<file path="config.mk">
export PLATFORM = sky130hd
export DESIGN_NAME = pair_triple_streak_tracker_flat
export DESIGN_NICKNAME = d
export VERILOG_FILES = /design/src/rtl/pair_triple_streak_tracker_if.sv /design/src/rtl/pair_triple_streak_tracker.sv /design/src/flat_wrapper.sv
export SDC_FILE = /design/constraint.sdc
export NUM_CORES = 1
export LEC_CHECK = 0
export ABC_AREA = 1
export CORE_ASPECT_RATIO = 0.75
export CORE_UTILIZATION = 30
export DETAILED_ROUTE_END_ITERATION = 8
export GPL_ROUTABILITY_DRIVEN = 0
export PLACE_DENSITY = 0.6
export SYNTH_ARGS = -nofsm -noshare
export SYNTH_HDL_FRONTEND = slang
export SYNTH_SLANG_ARGS = --single-unit
</file>
<file path="constraint.sdc">
create_clock -name clk -period 4.9 [get_ports clk]
set_input_delay 1.225 -clock clk [delete_from_list [all_inputs] [get_ports clk]]
set_output_delay 1.225 -clock clk [all_outputs]
set_load 0.02 [all_outputs]
</file>
<file path="src/rtl/pair_triple_streak_tracker_if.sv">
// Bundles the detector-result inputs and the tracker status outputs for pair_triple_streak_tracker.
// The producer side uses modport master; the tracker uses modport slave.
interface pair_triple_streak_tracker_if #(
  parameter int p_nbits = 4
);
  logic               in_val;
  logic               in_det;
  logic               clear;
  logic [p_nbits-1:0] count;
  logic [p_nbits-1:0] streak;
  logic [p_nbits-1:0] max_streak;
  logic               alarm;

  modport master (
    output in_val, in_det, clear,
    input  count, streak, max_streak, alarm
  );

  modport slave (
    input  in_val, in_det, clear,
    output count, streak, max_streak, alarm
  );
endinterface

</file>
<file path="src/rtl/pair_triple_streak_tracker.sv">
// Tracks the 2-of-3 detector output: saturating detection count, current and longest streak,
// and a sticky alarm that is raised when the current streak reaches p_thresh.
module pair_triple_streak_tracker #(
  parameter int p_nbits  = 4,
  parameter int p_thresh = 3
) (
  input logic clk,
  input logic rst,
  pair_triple_streak_tracker_if.slave bus
);

  typedef enum logic [1:0] {IDLE, RUN, ALARM} state_e;

  localparam logic [p_nbits-1:0] cSatMax = '1;
  localparam logic [p_nbits-1:0] cThresh = p_nbits'(p_thresh);

  state_e             state_q, state_d;
  logic [p_nbits-1:0] count_q, count_d;
  logic [p_nbits-1:0] streak_q, streak_d;
  logic [p_nbits-1:0] maxStreak_q, maxStreak_d;
  logic [p_nbits-1:0] countInc, streakInc;

  assign countInc  = (count_q  == cSatMax) ? count_q  : count_q  + 1'b1;
  assign streakInc = (streak_q == cSatMax) ? streak_q : streak_q + 1'b1;

  always_comb begin
    state_d     = state_q;
    count_d     = count_q;
    streak_d    = streak_q;
    maxStreak_d = maxStreak_q;

    if (bus.clear) begin
      state_d     = IDLE;
      count_d     = '0;
      streak_d    = '0;
      maxStreak_d = '0;
    end else if (bus.in_val) begin
      if (bus.in_det) begin
        count_d     = countInc;
        streak_d    = streakInc;
        maxStreak_d = (streakInc > maxStreak_q) ? streakInc : maxStreak_q;
      end else begin
        streak_d = '0;
      end

      // ALARM is left only through rst/clear, so a broken run never lowers it.
      case (state_q)
        IDLE: begin
          if (bus.in_det) state_d = (streak_d == cThresh) ? ALARM : RUN;
        end
        RUN: begin
          if (!bus.in_det)               state_d = IDLE;
          else if (streak_d == cThresh)  state_d = ALARM;
        end
        ALARM:   state_d = ALARM;
        default: state_d = IDLE;
      endcase
    end
  end

  always_ff @(posedge clk) begin
    if (rst) begin
      state_q     <= IDLE;
      count_q     <= '0;
      streak_q    <= '0;
      maxStreak_q <= '0;
    end else begin
      state_q     <= state_d;
      count_q     <= count_d;
      streak_q    <= streak_d;
      maxStreak_q <= maxStreak_d;
    end
  end

  assign bus.count      = count_q;
  assign bus.streak     = streak_q;
  assign bus.max_streak = maxStreak_q;
  assign bus.alarm      = (state_q == ALARM);

endmodule

</file>
<file path="src/flat_wrapper.sv">
// flat-port wrapper written by rule: the top's interface ports become plain ports
module pair_triple_streak_tracker_flat 
#(
  parameter int p_nbits  = 4,
  parameter int p_thresh = 3
)
  (clk, rst, bus_in_val, bus_in_det, bus_clear, bus_count, bus_streak, bus_max_streak, bus_alarm);
  pair_triple_streak_tracker_if #(.p_nbits(p_nbits)) bus_i ();
  input logic clk;
  input logic rst;
  input wire logic [$bits(bus_i.in_val)-1:0] bus_in_val;
  input wire logic [$bits(bus_i.in_det)-1:0] bus_in_det;
  input wire logic [$bits(bus_i.clear)-1:0] bus_clear;
  output wire logic [$bits(bus_i.count)-1:0] bus_count;
  output wire logic [$bits(bus_i.streak)-1:0] bus_streak;
  output wire logic [$bits(bus_i.max_streak)-1:0] bus_max_streak;
  output wire logic [$bits(bus_i.alarm)-1:0] bus_alarm;
  assign bus_i.in_val = bus_in_val;
  assign bus_i.in_det = bus_in_det;
  assign bus_i.clear = bus_clear;
  assign bus_count = bus_i.count;
  assign bus_streak = bus_i.streak;
  assign bus_max_streak = bus_i.max_streak;
  assign bus_alarm = bus_i.alarm;
  pair_triple_streak_tracker #(.p_nbits(p_nbits), .p_thresh(p_thresh)) u_core (.clk(clk), .rst(rst), .bus(bus_i));
endmodule
</file>
== After elaboration in Yosys (flattened, before gate mapping) ==
Cells that the tools add are included.
Operators by class
  add/subtract/negate cells: 2
  mux-type cells: 9
  order comparisons: 1
  reduce and logical (&&, ||, !) cells: 5
  equal/unequal tests: 7
  bitwise operators: 1
Operator list (number)
  4-bit two-way mux: 4
  3-bit AND reduction: 3
  4-bit by 1-bit adder with 4-bit output, second input constant: 2
  4-bit equality test, second input constant: 2
  2-bit two-way mux: 4
  2-bit case mux with 3 select lines: 1
  4-bit by 2-bit equality test with 1-bit output, second input constant: 1
  4-bit greater-than comparator: 1
  3-bit by 2-bit != test with 1-bit output, second input constant: 1
  2-bit by 1-bit equality test with 1-bit output, second input constant: 1
  2-bit equality test, second input constant: 1
  2-bit logical NOT: 1
  2-bit != test, second input constant: 1
  2-bit OR reduction: 1
  1-bit inverter: 1
Storage, ports and cells
  register bits: 14
  output and inout bits: 13
  word-level logic and storage cells: 29
  bits of input ports: 5

== Longest topological paths before layout ==
  word-level depth: 9
  gate-level depth with buffers: 12
  mapped depth without buffers: 12

== Least setup slack after synthesis ==
Ideal clock, no wire load.
  path kind: register to register
  start: reg u_core.streak_q[0] (netlist: u_core.bus.streak[0])
  end: reg u_core.maxStreak_q[0] (netlist: u_core.bus.max_streak[0])
  buffers on the path: 0
  required time: 4.777 ns
  setup slack: 2.864 ns
  cell stages (with the launch flop): 13
  data arrival time: 1.913 ns
  clock period less this slack: 2.036 ns
  setup time: 0.123 ns
  cells stage by stage: dfxtp_1 > ha_1 > nand3_2 > nand2_1 > o21ai_2 > ha_1 > inv_1 > nor2_1 > nor2_1 > o21ai_1 > nand2_1 > o21ai_1 > a21oi_1
On the way
  cells in the longest elaborated chain, start to end: 4
  elaborated cells on any way between the ends: 5
  those cells by class: 1 x add/sub; 1 x order compare; 1 x eq/ne; 1 x mux; 1 x reduce/logical
Ends and longest elaborated chain
  from (decl): line pair_triple_streak_tracker.sv:19  | logic [p_nbits-1:0] streak_q, streak_d;
  from (signal assigned): line pair_triple_streak_tracker.sv:70  | streak_q <= streak_d;
  4-bit by 1-bit adder with 4-bit output or 4-bit equality test (tied branches): line pair_triple_streak_tracker.sv:24  | assign streakInc = (streak_q == cSatMax) ? streak_q : streak_q + 1'b1;
  4-bit two-way mux (*): line pair_triple_streak_tracker.sv:24
  net u_core.streakInc[1]: line pair_triple_streak_tracker.sv:21  | logic [p_nbits-1:0] countInc, streakInc;
  4-bit greater-than comparator (*): line pair_triple_streak_tracker.sv:41  | maxStreak_d = (streakInc > maxStreak_q) ? streakInc : maxStreak_q;
  3-bit AND reduction (no source line) (*)
  to (signal assigned): line pair_triple_streak_tracker.sv:71  | maxStreak_q <= maxStreak_d;
  to (decl): line pair_triple_streak_tracker.sv:20  | logic [p_nbits-1:0] maxStreak_q, maxStreak_d;
The timed path passes the listed nets; every way through them passes the cells marked *.
A chain may end at the register's enable or synchronous reset.

== Final worst setup path ==
  start: reg u_core.state_q[1]
  end: out bus_alarm
On the way
  cells in the longest elaborated chain, start to end: 1
Ends and longest elaborated chain
  from (decl): line pair_triple_streak_tracker.sv:17  | state_e state_q, state_d;
  from (signal assigned): line pair_triple_streak_tracker.sv:68  | state_q <= state_d;
  2-bit equality test: line pair_triple_streak_tracker.sv:78  | assign bus.alarm = (state_q == ALARM);
  to (decl): line flat_wrapper.sv:17  | output wire logic [$bits(bus_i.alarm)-1:0] bus_alarm;
No other way between the ends.

==> PnR_summary.wiki <==
{| class="wikitable"
! Metric !! Value
|-
| Area share of the largest cell type after synthesis || between 30% and 40%
|-
| Hold Path Class || reg -> reg
|-
| Combinational share of power || 17.3%
|-
| # clock sinks || 14
|-
| Largest net degree at the start of global routing || 11
|-
| Number of pins with negative max-slew slack in the final report || 0
|-
| Fraction of the cycle the final worst path needs || 53.52%
|-
| Clock transition at the register clock pins on the worst setup and hold paths after CTS || approximately 0.090 ns
|-
| Insertion delay to the later sink of the worst-skew pair || around 0.29 ns
|-
| Count of distinct cell types in the synthesized netlist || 23
|-
| Ys Warns || 0
|-
| Library cell used as clock root buffer || sky130_fd_sc_hd__clkbuf_4
|-
| CTS Buffer Depth || 2
|-
| Register bit total from synthesis || 14
|-
| Count of buffers added by post-CTS timing repair for setup || 0
|-
| Cell Int Power || 181.3 uW
|-
| Crit path required time || 3.67 ns
|-
| Worst Skew || 0.01068 ns
|-
| Count of cells along the worst register-to-register path || 11
|-
| Number of violations reported at the end of detailed-routing iteration 0 || 27
|-
| Slowest CP cell || sky130_fd_sc_hd__clkdlybuf4s50_1
|-
| Number of gates resized after cts || 0
|-
| Total I/O pin count || 18
|-
| Area of the mapped netlist || 810.8 um^2
|-
| Hold Fails Final Rpt || 0
|-
| Initial Util || 33.49%
|-
| Core region area || 2421 um^2
|-
| Hold-fix buffers at CTS || 0
|-
| Chip height || 47.02 um
|-
| Total of buffers placed on input and output ports || 17
|-
| Setup slack, reg-to-reg || 2.70 ns
|-
| Place WS || about 2.2 ns
|-
| Highest net fanout along the worst path || 3
|-
| Antenna violations before repair || 0
|-
| Reg2Reg Capture Point || u_core.bus.max_streak[1]
|-
| First-pass GRT wire length || 3.063 mm
|-
| Category of the worst setup path launch point || register
|-
| # diodes || 0
|-
| Register area share after synthesis || 34.57%
|-
| Sequential Power Share || 48.4%
|-
| CP startpoint || u_core.state_q[1]
|-
| Cell chain of the critical path || inv_1, nor2_1, clkdlybuf4s50_1
|-
| Final sum of negative setup slack || 0 ns
|-
| Leading post-synthesis cells by cell area || sky130_fd_sc_hd__dfxtp_1 (35%), sky130_fd_sc_hd__ha_1 (9.3%), sky130_fd_sc_hd__nand2_1 (8.3%), sky130_fd_sc_hd__a21oi_1 (8.0%), sky130_fd_sc_hd__nor2_1 (6.9%)
|-
| Std-Cell Rows || 15
|-
| Post-route DRC || 0
|-
| Endpoint type of the worst setup path || primary output
|-
| CTS tree || done
|-
| Critical R2R Launch || u_core.bus.streak[0]
|-
| Leakage power summed over all cells || 0.4402 nW
|-
| Cells after Synth || between 100 and 150
|-
| Maximum cell stage delay along the critical path || 0.61 ns
|-
| Clock power share || 34.3%
|-
| Max-capacitance violation count || 0
|-
| Worst hold path depth || 2
|-
| Vias in the first global route || 714
|-
| Post-layout instance area || 1060 um^2
|-
| Routed wire length per instance || approximately 11 um
|-
| Leading cell types in the layout, fill and taps excluded || sky130_fd_sc_hd__nand2_1 (18), sky130_fd_sc_hd__clkdlybuf4s50_1 (17), sky130_fd_sc_hd__nor2_1 (15), sky130_fd_sc_hd__inv_1 (14), sky130_fd_sc_hd__dfxtp_1 (14)
|-
| Capture point of the worst path || bus_alarm
|-
| Total Routing Usage GR || 14.53%
|-
| Fraction of power spent switching nets || 27.06%
|-
| Total wirelength of the detailed-routed design || roughly 1.8 mm
|-
| Most frequent standard cell in the layout excluding fill and tap cells || sky130_fd_sc_hd__nand2_1
|-
| Die Width || about 62 um
|-
| Worst-case setup margin in the final layout || 2.278 ns
|-
| Cell accounting for the most synthesized area || sky130_fd_sc_hd__dfxtp_1
|-
| Placement-stage cell area || 1023 um^2
|-
| Mean Syn Cell Area || 7.175 um^2
|-
| Area of the die || 2917 um^2
|-
| Antenna Nets Post-Route || 0
|-
| Switching power of the nets || 67.25 uW
|-
| Overall via count from detail_route || 781
|-
| Power density over the cells || about 230 nW/um^2
|-
| # setup viols final || 0
|-
| Slew Limit Headroom || 58.19%
|-
| Class of the most critical setup path || reg -> out
|-
| Transition time of the tightest slew-check pin || 0.6248 ns
|-
| Max Fclk || 0.3813 GHz
|-
| Setup repair after global routing missed its margin || no
|-
| Area grow syn2layout || 30.71%
|-
| H-tree depth reported by CTS || 1
|-
| Min Clock Period, post-route || 2.622 ns
|-
| Largest voltage drop on the vdd net || 122.1 uV
|-
| Vias/cell || 4.649
|-
| TritonCTS buffer count || 3
|-
| Final HPWL DP || 1.378 mm
|-
| Net count after synthesis || 124
|-
| Status || finished, final reports clean
|-
| Share of final-layout standard cells stronger than drive strength 1 || under 10%
|-
| Aggregate global routing overflow || 0
|-
| Arrival time reported for the critical path endpoint || ~1.4 ns
|-
| Iteration count of the initial detailed-routing pass || 4
|-
| Total of fill cells in the finished design || 254
|-
| Number of nets in the finished design || 146
|}
critical path, delay by kind of cell, from the launching register on:
| family | cells | cell delay (ns) |
|---|---|---|
| buf+inv | 2 | 0.68 |
| flops | 1 | 0.35 |
| simple gates | 1 | 0.09 |
final cells by class:
class / instances / area, um^2 / area share (%)
multi-input combinational: 82 / 452.9 / 42.74
timing repair buffer: 17 / 170.2 / 16.06
clock buffer: 4 / 36.28 / 3.424
tap: 34 / 42.54 / 4.014
inverter: 17 / 77.57 / 7.320
sequential: 14 / 280.3 / 26.45
state kept, by name (all words and copies together) (netlist names):
name	flops
u_core.bus.streak	4
u_core.bus.count	4
u_core.bus.max_streak	4
u_core.state_q	2
layer usage:
layer  GRT usage [%]  share of wire (%)  vias to the layer above
li1                -                  -                      417
met1           19.80                 51                      340
met2           22.34                 43                       22
met3           5.234                5.6                        2
met4           2.667               0.56                        0
met5               0                  0                        -
worst min path at each step:
| stage | start | endpoint | slack, ns |
|---|---|---|---|
| floorplan | u_core.state_q[1] | u_core.state_q[1] | 0.48 |
| global placement | u_core.bus.max_streak[0] | u_core.bus.max_streak[0] | 0.46 |
| detailed placement | u_core.bus.max_streak[3] | u_core.bus.max_streak[3] | 0.47 |
| CTS | u_core.bus.max_streak[3] | u_core.bus.max_streak[3] | 0.49 |
| global route | u_core.bus.max_streak[3] | u_core.bus.max_streak[3] | 0.52 |
| finish | u_core.bus.max_streak[3] | u_core.bus.max_streak[3] | 0.48 |
Yosys cell counts:
cell and number:
sky130_fd_sc_hd__nor2_2 1, sky130_fd_sc_hd__nand3_1 4, sky130_fd_sc_hd__dfxtp_1 14, sky130_fd_sc_hd__nor2_4 2
sky130_fd_sc_hd__xnor2_1 1, sky130_fd_sc_hd__nand4_1 2, sky130_fd_sc_hd__a21oi_1 13, sky130_fd_sc_hd__and3_1 1
sky130_fd_sc_hd__nand2_1 18, sky130_fd_sc_hd__and2_1 1, sky130_fd_sc_hd__bufinv_8 1, sky130_fd_sc_hd__inv_1 14
sky130_fd_sc_hd__inv_2 2, sky130_fd_sc_hd__a211oi_1 1, sky130_fd_sc_hd__nor3_1 1, sky130_fd_sc_hd__nor2_1 15
sky130_fd_sc_hd__o21ai_2 1, sky130_fd_sc_hd__nand3_2 1, sky130_fd_sc_hd__nand2_2 1, sky130_fd_sc_hd__ha_1 6
sky130_fd_sc_hd__o21ai_0 7, sky130_fd_sc_hd__o21ai_1 5, sky130_fd_sc_hd__xor2_1 1
kinds of logic after synthesis:
logic type	after synthesis	synth area share [%]
flops	14	34.57
buf+inv	17	9.569
compound gates	27	17.44
simple gates	47	27.01
fa+ha+maj	6	9.259
xor+xnor	2	2.161
stage by stage:
| step | power [mW] | instances | hold slack, ns | util [%] |
|---|---|---|---|---|
| after floorplan | 0.1507 | 113 | 0.4775 | - |
| after global placement | 0.1651 | 164 | 0.4600 | 42.27 |
| after detailed placement | 0.1658 | 164 | 0.4713 | 42.27 |
| after CTS | 0.2535 | 168 | 0.4862 | 43.77 |
| after global routing | 0.2666 | 168 | 0.5162 | 43.77 |
| final | 0.2485 | 168 | 0.4837 | 43.77 |
power groups by stage:
stage	clock network [mW]	registers (mW)	logic, mW
after global routing	0.0974	0.121	0.0485
after detailed placement	0	0.123	0.0430
after floorplan	0	0.125	0.0254
after global placement	0	0.123	0.0425
after CTS	0.0899	0.120	0.0433
final	0.0853	0.120	0.0430
Note: power is estimated with default switching activity, not from simulation.
